`config.mk`:
```
export PLATFORM = sky130hd
export DESIGN_NAME = fmax_job_feeder
export DESIGN_NICKNAME = d
export VERILOG_FILES = /design/src/rtl/fmax_job_feeder.sv
export SDC_FILE = /design/constraint.sdc
export NUM_CORES = 1
export LEC_CHECK = 0
export CORE_MARGIN = 1.5
export CORE_UTILIZATION = 35
export CTS_CLUSTER_DIAMETER = 80
export DETAILED_ROUTE_END_ITERATION = 6
export HOLD_SLACK_MARGIN = 0.02
export MAX_ROUTING_LAYER = met4
export PLACE_DENSITY = 0.56
export SYNTH_ARGS = -nofsm -noshare
export SYNTH_HDL_FRONTEND = slang
export SYNTH_SLANG_ARGS = --single-unit
export TNS_END_PERCENT = 5
```
`constraint.sdc`:
```
create_clock -name clk -period 4.5 [get_ports clk]
set_input_delay 0.45 -clock clk [delete_from_list [all_inputs] [get_ports clk]]
set_output_delay 0.45 -clock clk [all_outputs]
set_load 0.05 [all_outputs]
```
`src/rtl/fmax_job_feeder.sv`:
```
// Job feeder for the find-maximum unit: FIFO of operand entries replayed as start + N valid beats.
// Optional FMAX_FEEDER_ERR_EN adds a sticky err flag (overflow write or job_go while busy).
module fmax_job_feeder #(
  parameter int DEPTH = 8,
  parameter int AW    = 3
) (
  input  logic          clk,
  input  logic          rst,
  input  logic          wr_valid,
  output logic          wr_ready,
  input  logic [7:0]    wr_data_A,
  input  logic [7:0]    wr_data_B,
  input  logic [7:0]    wr_data_C,
  input  logic [7:0]    wr_instruction,
  input  logic [2:0]    wr_select,
  input  logic          job_go,
  input  logic [2:0]    job_count,
  output logic          busy,
  output logic          job_done,
  output logic [AW:0]   fifo_level,
  output logic          start,
  output logic [2:0]    count,
  output logic          valid,
  output logic [7:0]    data_A,
  output logic [7:0]    data_B,
  output logic [7:0]    data_C,
  output logic [7:0]    instruction,
  output logic [2:0]    select
`ifdef FMAX_FEEDER_ERR_EN
  ,
  input  logic          err_clr,
  output logic          err
`endif
);

  localparam int EW = 35;
  localparam logic [AW:0] FULL_LVL = (AW+1)'(DEPTH);

  typedef enum logic [1:0] {IDLE, START, ISSUE, DONE} state_t;

  logic [EW-1:0] mem_q [DEPTH];
  logic [AW-1:0] wr_ptr_q, rd_ptr_q;
  logic [AW:0]   level_q, level_d;
  logic          full, empty, push, pop;

  state_t        state_q, state_d;
  logic [3:0]    cnt_q, cnt_d;
  logic          start_q, start_d;
  logic [2:0]    count_q, count_d;
  logic          valid_q, valid_d;
  logic          done_q, done_d;
  logic          busy_q, busy_d;
  logic [EW-1:0] beat_q, beat_d;

  assign full     = (level_q == FULL_LVL);
  assign empty    = (level_q == '0);
  assign wr_ready = ~full & ~rst;
  assign push     = wr_valid & wr_ready;

  always_ff @(posedge clk) begin
    if (push) mem_q[wr_ptr_q] <= {wr_data_A, wr_data_B, wr_data_C, wr_instruction, wr_select};
  end

  always_comb begin
    level_d = level_q;
    case ({push, pop})
      2'b10:   level_d = level_q + 1'b1;
      2'b01:   level_d = level_q - 1'b1;
      default: level_d = level_q;
    endcase
  end

  // Registered outputs are computed one edge early so each reflects the state it is shown in.
  always_comb begin
    state_d = state_q;
    cnt_d   = cnt_q;
    start_d = 1'b0;
    count_d = count_q;
    valid_d = 1'b0;
    done_d  = 1'b0;
    beat_d  = beat_q;
    pop     = 1'b0;
    case (state_q)
      IDLE: begin
        if (job_go) begin
          state_d = START;
          start_d = 1'b1;
          count_d = job_count;
          cnt_d   = (job_count == 3'd0) ? 4'd8 : {1'b0, job_count};
        end
      end
      START: begin
        state_d = ISSUE;
        pop     = ~empty;
      end
      ISSUE: begin
        if (cnt_q == 4'd0) begin
          state_d = DONE;
          done_d  = 1'b1;
        end else begin
          pop = ~empty;
        end
      end
      DONE:    state_d = IDLE;
      default: state_d = IDLE;
    endcase
    if (pop) begin
      valid_d = 1'b1;
      beat_d  = mem_q[rd_ptr_q];
      cnt_d   = cnt_q - 4'd1;
    end
    busy_d = (state_d != IDLE);
  end

  always_ff @(posedge clk or posedge rst) begin
    if (rst) begin
      wr_ptr_q <= '0;
      rd_ptr_q <= '0;
      level_q  <= '0;
      state_q  <= IDLE;
      cnt_q    <= '0;
      start_q  <= 1'b0;
      count_q  <= '0;
      valid_q  <= 1'b0;
      done_q   <= 1'b0;
      busy_q   <= 1'b0;
      beat_q   <= '0;
    end else begin
      if (push) wr_ptr_q <= wr_ptr_q + 1'b1;
      if (pop)  rd_ptr_q <= rd_ptr_q + 1'b1;
      level_q <= level_d;
      state_q <= state_d;
      cnt_q   <= cnt_d;
      start_q <= start_d;
      count_q <= count_d;
      valid_q <= valid_d;
      done_q  <= done_d;
      busy_q  <= busy_d;
      beat_q  <= beat_d;
    end
  end

`ifdef FMAX_FEEDER_ERR_EN
  logic err_q, err_d, err_set;

  // A set event in the same cycle as err_clr keeps the flag raised.
  always_comb begin
    err_set = (wr_valid & full) | (job_go & (state_q != IDLE));
    err_d   = err_q;
    if (err_set)      err_d = 1'b1;
    else if (err_clr) err_d = 1'b0;
  end

  always_ff @(posedge clk or posedge rst) begin
    if (rst) err_q <= 1'b0;
    else     err_q <= err_d;
  end

  assign err = err_q;
`endif

  assign busy        = busy_q;
  assign job_done    = done_q;
  assign fifo_level  = level_q;
  assign start       = start_q;
  assign count       = count_q;
  assign valid       = valid_q;
  assign data_A      = beat_q[34:27];
  assign data_B      = beat_q[26:19];
  assign data_C      = beat_q[18:11];
  assign instruction = beat_q[10:3];
  assign select      = beat_q[2:0];

endmodule
```
Yosys cells after proc, flatten, opt, wreduce, memory -nomap -nowiden
Memories as Yosys holds them, arrays and structs flattened. A register that Yosys moved wholly into a read port is not among the register bits.
Cells that the tools add are included.
- register bits: 23
- bits in writable memories: 280
- bits of input ports: 42
- memories kept: 1
- $add $sub $neg: 5
- equality and inequality tests: 6
- multiplexer cells: 17
- bitwise operators: 5
- reductions and logical operators: 10
- memory list (name ; words ; bits a word ; rd ports ; clocked after Yosys merged registers in ; write ports ; RTL line ; source):
    mem_q ; 8 ; 35 ; 1 ; 1 ; 1 ; 41 ; logic [EW-1:0] mem_q [DEPTH];
- operators by type and width (kind ; number):
    $mux 4 ; 4
    $logic_not 4->1 ; 2
    $mux 1 ; 8
    $pmux 2 s4 ; 1
    $pmux 4 s2 ; 1
    $reduce_bool 2->1 ; 4
    $sub 4x1->4 const B ; 2
    $add 3x1->3 const B ; 2
    $eq 2x2->1 const B ; 3
    $add 4x1->4 const B ; 1
    $eq 2x1->1 const B ; 2
    $eq 4x4->1 const B ; 1
    $mux 2 ; 2
    $reduce_and 2->1 ; 2
    $logic_not 3->1 ; 1
    $not 1->1 ; 3
    $and 1x1->1 ; 2
    $logic_not 2->1 ; 1
    $pmux 1 s2 ; 1

Longest topological paths before layout
Gate-level depths: netlist of run 1.
- depth in word-level cells: 6
- mapped depth: 13
- depth with buffers taken out: 12

Least setup slack after synthesis of run 1
Ideal clock, no wire load.
- path type: register -> register
- from: register level_q[1], in the netlist fifo_level[1]
- to: memory mem_q[0][0] (enable)
- arrival time: 3.874 ns
- data required time: 4.029 ns
- setup slack: 0.155 ns
- stages on the path, launching flop included: 6
- path buffers: 1
- cell sequence: dfrtp_1 buf_6 nor3_1 a211oi_2 nand2b_1 nor3_1
- cells in the longest elaborated chain, start to end: 6
- RTL lines (item ; RTL line ; source):
    start, declared ; 43 ; logic [AW:0] level_q, level_d;
    start signal, assigned ; 131 ; level_q <= level_d;
    $eq 4x4->1 ; 55 ; assign full = (level_q == FULL_LVL);
    $not 1->1 ; 57 ; assign wr_ready = ~full & ~rst;
    $and 1x1->1 ; 57 ;
    $and 1x1->1 ; 58 ; assign push = wr_valid & wr_ready;
    $mux 1 ; 61 ; if (push) mem_q[wr_ptr_q] <= {wr_data_A, wr_data_B, wr_data_C, wr_instruction, wr_select};
    $mux 1 (implied by the code) ; 61 ;
    end, declared ; 41 ;
Every way passes these cells.

Worst setup path after layout of run 1
- from: register level_q[1], in the netlist fifo_level[1]
- to: memory mem_q[3][1] (enable)
The elaborated chain is that of the path after synthesis.

==> results of run 1 <==
worst max path at each step:
stage / slack [ns] / endpoint / startpoint / cells past startpoint
after global placement: 1.18 / mem_q[2][1] / wr_valid / 6
after detailed placement: 1.12 / mem_q[3][33] / wr_valid / 6
after global routing: 1.26 / mem_q[2][1] / fifo_level[1] / 5
final: 1.48 / mem_q[3][1] / fifo_level[1] / 5
after CTS: 1.42 / mem_q[3][1] / fifo_level[1] / 5
after floorplan: 0.16 / mem_q[0][0] / fifo_level[1] / 5
power by group through the flow:
stage | Combinational, mW | Clock (mW) | Sequential, mW
floorplan | 2.00 | 0 | 4.77
global placement | 3.24 | 0 | 4.44
detailed placement | 3.28 | 0 | 4.48
CTS | 3.29 | 3.04 | 4.42
global route | 3.49 | 3.16 | 4.49
finish | 3.22 | 2.95 | 4.40
routing by layer:
layer / share of wire [%] / vias up / wire length [microns] / GRT usage (%)
met5: 0 / - / 0 / -
met4: 1.7 / 0 / 414 / 3.90
li1: - / 2776 / - / -
met2: 48 / 155 / 12200 / 22.2
met3: 5.2 / 31 / 1310 / 2.69
met1: 45 / 3132 / 11200 / 18.4
layout by cell type, fill, tap and decap left out, types with 2 or more instances in the layout:
cell / instances
sky130_fd_sc_hd__a211oi_2: 2
sky130_fd_sc_hd__a21oi_1: 2
sky130_fd_sc_hd__buf_4: 14
sky130_fd_sc_hd__bufinv_16: 3
sky130_fd_sc_hd__clkbuf_1: 13
sky130_fd_sc_hd__clkbuf_16: 39
sky130_fd_sc_hd__clkdlybuf4s50_1: 88
sky130_fd_sc_hd__clkinv_1: 3
sky130_fd_sc_hd__clkinv_2: 6
sky130_fd_sc_hd__dfrtp_1: 55
sky130_fd_sc_hd__dfrtp_4: 2
sky130_fd_sc_hd__edfxtp_1: 280
sky130_fd_sc_hd__ha_1: 9
sky130_fd_sc_hd__inv_1: 7
sky130_fd_sc_hd__inv_2: 2
sky130_fd_sc_hd__mux2_2: 2
sky130_fd_sc_hd__mux2i_1: 36
sky130_fd_sc_hd__mux4_2: 70
sky130_fd_sc_hd__nand2_1: 54
sky130_fd_sc_hd__nand2b_1: 4
sky130_fd_sc_hd__nand3_1: 5
sky130_fd_sc_hd__nor2_1: 3
sky130_fd_sc_hd__nor2_4: 6
sky130_fd_sc_hd__nor3_1: 3
sky130_fd_sc_hd__nor3_2: 2
sky130_fd_sc_hd__nor4b_1: 2
sky130_fd_sc_hd__o21ai_0: 17
sky130_fd_sc_hd__o21ai_1: 20
sky130_fd_sc_hd__xnor2_1: 5
sky130_fd_sc_hd__xor2_1: 4
state kept, by name, summed over array words and instances (netlist names):
name and cells:
state_q 2, wr_ptr_q 3, cnt_q 4, mem_q 280, count 3, fifo_level 4
job_done 1, rd_ptr_q 3, start 1, beat_q 35, busy 1, valid 1
worst reg2reg max path: cells and delay by family (launching register included):
| family | cells | cell delay, ns |
|---|---|---|
| AO/OA/AOI/OAI | 1 | 0.58 |
| buffers and inverters | 1 | 0.33 |
| flip-flops | 1 | 0.52 |
| AND/OR/NAND/NOR | 3 | 1.29 |
through the flow:
stage	hold slack, ns	worst slack, ns
after floorplan	0.480	0.155
after global placement	0.461	1.18
after detailed placement	0.474	1.12
after CTS	0.487	1.42
after global routing	0.516	1.26
final	0.480	1.48
cell type report:
class,count,area share (%)
diodes,1,0.0161
clock buffers,53,6.66
clock inverters,15,1.03
inverters,10,0.257
multi-input cells,260,18.5
flip-flops and latches,338,63.3
well taps,468,3.76
repair buffers,103,6.46
kinds of logic (layout without fill, tap and decap cells):
| group | after synthesis | count (layout) | share of synthesized area [%] |
|---|---|---|---|
| AOI/OAI and AO/OA | 48 | 48 | 2.22 |
| xor gates and xnor gates | 9 | 9 | 0.610 |
| adders and majority gates | 9 | 9 | 0.872 |
| buffers and inverters | 40 | 181 | 1.77 |
| DFF | 338 | 338 | 76.4 |
| muxes | 108 | 108 | 15.2 |
| other | 0 | 1 | 0 |
| and+or+nand+nor | 86 | 86 | 2.98 |
==> results.md, run 1 <==
* Clock Sinks at 338
* Dominant cell by count in the synthesized netlist: sky130_fd_sc_hd__edfxtp_1
* Fraction of power consumed by combinational cells at 30.5%
* Most frequent cells after synthesis: sky130_fd_sc_hd__edfxtp_1, sky130_fd_sc_hd__mux4_2, sky130_fd_sc_hd__dfrtp_1
* Routed length per placed instance at 20.1 microns
* Reg-to-Reg End: mem_q[3][1]
* CTS Hold Bufs at 0
* Switching component of the power at 3.49 mW
* Placed instance area at 14400 sq um
* Type of origin of the critical path: flop
* Area of combinational cells with multiple inputs at 2880 sq um
* Critical Path End Type: flop
* Total core area at 36400 sq um
* Status: completed
* Final global-route overflow total at 0
* R2r worst-path depth at 5
* Hold Fails Final Rpt at 0
* Count of H-tree levels built during CTS at 2
* Min Clock Period, post-route at 3.02 ns
* Final total negative setup slack at 0 ns
* Cts bufs inserted at 37
* Final count of negative-setup-slack endpoints at 0
* Share of the cycle needed by the critical path after routing at 67.1%
* Synth top area cells: sky130_fd_sc_hd__edfxtp_1, sky130_fd_sc_hd__mux4_2, sky130_fd_sc_hd__dfrtp_1
* Buffers inserted by post-CTS timing repair at 0
* Switching Fraction at 33.0%
* Die Outline Area at 38100 sq um
* Share of flip-flops with an asynchronous set or reset after synthesis at 17.2%
* Clock power frac at 27.9%
* Cell Chain, Critical Path: nor3_1, a211oi_2, nand2_1, nor2_4, buf_4
* Critical Setup Path Class: flop to flop
* Global placement routability congestion at 0.784
* Residual DRC at 0
* Fraction of final layout cells sized beyond drive strength 1 at 20.5%
* Reported max-cap violation count at 0
* Width of the die at 195 microns
* Arr. time, crit path at 3.23 ns
* GRT Util Overall at 14.0%
* Initial antenna violation count at 1
* Highest fanout seen on the critical path at 28
* Number of synthesized flops with an enable pin at 280
* Global-route wire length before repair at 39300 microns
* Syn Area/Cell at 20.2 sq um
* Filler Cell Count at 3145
* Hold endpoint: beat_q[31]
* Clock root buffer: sky130_fd_sc_hd__clkbuf_16
* Total via count after detailed routing at 6094
* Clock latency of the later-clocked register in the worst-skew pair at 0.52 ns
* Leak at 5.28 nW
* Number of standard cells in the layout, taps in and fillers out at 1248
* Cell area after synthesis at 12900 sq um
* Number of cells produced by synthesis at 638
* Clock tree from TritonCTS: yes
* Post-DR vias/cell at 4.88
* Worst hold path stage count at 2
* Warning count from the yosys run at 0
* Number of top-level pins at 89
* Iteration-0 DRC Markers at 398
* Post-cts repair resize count at 0
* Synthesized Nets at 689
* Max incr delay on CP at 0.81 ns
* Antenna viol nets, final at 0
* Maximum vdd ir drop at 0.000456 V
* FF/Latch Area at 9870 sq um
* Clock transition at path regs at 0.06 ns
* Top cell type's share of synthesized area at 65.1%
* Die H at 195 microns
* Cell taking the most area after synthesis: sky130_fd_sc_hd__edfxtp_1
* Most instantiated flip-flop cell in the synthesis netlist: sky130_fd_sc_hd__edfxtp_1
* Total wire length after detailed routing at 25100 microns
* F_max at 331 MHz
* Type of the most critical hold path: flop to flop
* Post-layout instance area at 15600 sq um
* Headroom to the max-slew limit at 26.8%
* Power per Cell Area at 678 nW/um^2
* Net total in the final layout at 801
* Vias in the first global route at 6628
* Placed Cells at 1179
* Maximum number of buffers from clock root to sink at 3
* Pre-Repair DR Iteration Count at 4
* DP Wirelength at 15400 microns
* RSZ-0062 raised after global routing: no
* Required time reported for the critical path endpoint at 4.71 ns
* Row cnt at 70
* Worst Clk Skew at 0.0136 ns
* Reg2reg start: fifo_level[1]
* WP buf/inv at 1
* Internal power component at 7.08 mW
* Transition at the pin with the smallest max-transition slack at 1.10 ns
* Number of slew-limit violations in the final report at 0
* I/O Buffers at 88
* CP top delay family: simple AND/OR/NAND/NOR gates
* Total power after layout at 10.6 mW
* Signed area change from the synthesized netlist to the final layout at 20.7%
* Post-synthesis sequential area ratio at 76.4%
* Number of synthesized register bits at 338
* Critical Path Slowest Stage Cell: sky130_fd_sc_hd__nor2_4
* Worst hold path startpoint: beat_q[31]
* Effective utilization at floorplan at 35.4%
* Internal reg-to-reg setup slack at 1.48 ns
* Number of distinct library cells after synthesis at 41
* Util after Layout at 42.8%
* Sequential group share of total power at 41.6%
* Pin count of the biggest net entering global routing at 80
Power figures use the tool's default switching activity.
==> inputs of run 2 (changes only) <==
- clock period: 4.5 -> 3.1 ns (I/O delays scaled with it)
==> results.md, run 2 (same netlist as run 1, synthesis figures left out) <==
* Vias in the first global route at 6703
* Count of H-tree levels built during CTS at 2
* F_max at 368 MHz
* Dpl ws at 0.221 ns
* Maximum number of buffers from clock root to sink at 3
* Pin count of the biggest net entering global routing at 80
* Final count of negative-setup-slack endpoints at 0
* Final global-route overflow total at 0
* Reg2reg start: fifo_level[1]
* Maximum vdd ir drop at 0.000489 V
* Hold Fails Final Rpt at 0
* Antenna viol nets, final at 0
* Routed length per placed instance at 20.2 microns
* Clock latency of the later-clocked register in the worst-skew pair at 0.51 ns
* Most common cell after layout, fill and taps aside: sky130_fd_sc_hd__edfxtp_1
* Worst path most repeated cell: sky130_fd_sc_hd__xor2_1
* CTS Hold Bufs at 0
* Total via count after detailed routing at 6200
* Global-route wire length before repair at 39900 microns
* Global placement routability congestion at 0.721
* Headroom to the max-slew limit at 45.1%
* Number of slew-limit violations in the final report at 0
* Highest fanout seen on the critical path at 9
* Die H at 195 microns
* Buffers inserted by post-CTS timing repair at 0
* Iteration-0 DRC Markers at 340
* Util after Layout at 42.8%
* Total power after layout at 15.0 mW
* Cell Chain, Critical Path: nor3_1, a211oi_2, inv_1, ha_1, xor2_1, ha_1, a21oi_1, xor2_1, nor2_1, xor2_1
* Initial antenna violation count at 1
* Effective utilization at floorplan at 35.4%
* Critical Path End Type: flop
* Total wire length after detailed routing at 25400 microns
* Internal reg-to-reg setup slack at 0.38 ns
* Critical Setup Path Class: flop to flop
* Required time reported for the critical path endpoint at 3.48 ns
* Clock Sinks at 338
* Arr. time, crit path at 3.10 ns
* Width of the die at 195 microns
* Register containing the most flip-flops in the final layout: mem_q
* Highest-count cells in the layout ignoring fill and taps: sky130_fd_sc_hd__edfxtp_1, sky130_fd_sc_hd__clkdlybuf4s50_1, sky130_fd_sc_hd__mux4_2, sky130_fd_sc_hd__dfrtp_1, sky130_fd_sc_hd__nand2_1
* I/O Buffers at 88
* Residual DRC at 0
* Number of top-level pins at 89
* Number of standard cells in the layout, taps in and fillers out at 1255
* Type of the most critical hold path: primary input to async pin
* Critical Path Slowest Stage Cell: sky130_fd_sc_hd__a211oi_2
* Post-route setup slack at 0.385 ns
* Signed area change from the synthesized netlist to the final layout at 20.7%
* Max reg flops at 280
* Transition at the pin with the smallest max-transition slack at 0.823 ns
* GRT Util Overall at 14.1%
* Post-cts repair resize count at 0
* DP Wirelength at 15800 microns
* Placed Cells at 1191
* Pre-Repair DR Iteration Count at 6
* Status: completed
* R2r worst-path depth at 10
* Leak at 5.29 nW
* Post-DR vias/cell at 4.94
* Net total in the final layout at 811
* Total core area at 36400 sq um
* Row cnt at 70
* Power per Cell Area at 965 nW/um^2
* Fraction of final layout cells sized beyond drive strength 1 at 21.4%
* RSZ-0062 raised after global routing: no
* Registers with the highest flip-flop counts: mem_q: 280 flops, beat_q: 35 flops
* Max incr delay on CP at 0.58 ns
* Clock tree from TritonCTS: yes
* Cts bufs inserted at 35
* Worst Clk Skew at 0.0166 ns
* Clock root buffer: sky130_fd_sc_hd__clkbuf_16
* Share of the cycle needed by the critical path after routing at 87.6%
* Min Clock Period, post-route at 2.72 ns
* Die Outline Area at 38100 sq um
* Reported max-cap violation count at 0
* Reg-to-Reg End: fifo_level[2]
* Type of origin of the critical path: flop
* Clock transition at path regs at 0.06 ns
==> run 2: layout make-up <==
type / instances / area, sq um
clock buffers: 51 / 977
multi-input cells: 260 / 2900
well taps: 468 / 586
diodes: 1 / 2.50
flip-flops and latches: 338 / 9870
repair buffers: 115 / 1110
inverters: 10 / 40.0
fillers: 3138 / 20900
clock inverters: 12 / 104
==> run 2: worst max-delay path: cells and delay by family (launching register included) <==
| kind | cells | cell delay, ns |
|---|---|---|
| flops | 1 | 0.53 |
| buf+inv | 1 | 0.15 |
| fa+ha+maj | 2 | 0.51 |
| compound gates | 2 | 0.73 |
| simple gates | 2 | 0.20 |
| xor+xnor | 3 | 0.47 |
==> run 2: per-layer routing <==
| layer | part of all wire (%) | vias up | track usage [%] |
|---|---|---|---|
| li1 | - | 2781 | - |
| met1 | 43 | 3237 | 18.0 |
| met2 | 51 | 144 | 23.2 |
| met3 | 4.6 | 38 | 2.82 |
| met4 | 1.7 | 0 | 3.73 |
| met5 | 0 | - | - |
==> run 2: through the flow <==
step                setup TNS [ns]  area, sq um  hold WS (ns)
floorplan                   -77.61        12900         0.409
CTS                              0        15600         0.361
finish                           0        15600         0.334
global route                     0        15600         0.400
global placement                 0        14500         0.465
detailed placement               0        14500         0.473
==> run 2: power by group <==
group | switching [mW] | total, mW | internal (mW)
logic | 2.83 | 4.94 | 2.11
clock network | 1.64 | 3.92 | 2.29
registers | 0.554 | 6.17 | 5.61
==> run 2: how the worst max path moves through the flow <==
stage / start / slack (ns) / endpoint
after global routing: fifo_level[1] / 0.15 / fifo_level[2]
after CTS: fifo_level[1] / 0.36 / fifo_level[2]
after floorplan: fifo_level[1] / -0.31 / mem_q[6][0]
after detailed placement: wr_valid / 0.22 / fifo_level[2]
final: fifo_level[1] / 0.38 / fifo_level[2]
after global placement: wr_valid / 0.27 / fifo_level[2]
==> inputs of run 3 (changes only) <==
- HOLD_SLACK_MARGIN: 0.02 -> default
==> results of run 3 <==
Same layout as run 2: the final DEF is identical, and so are final timing and power.
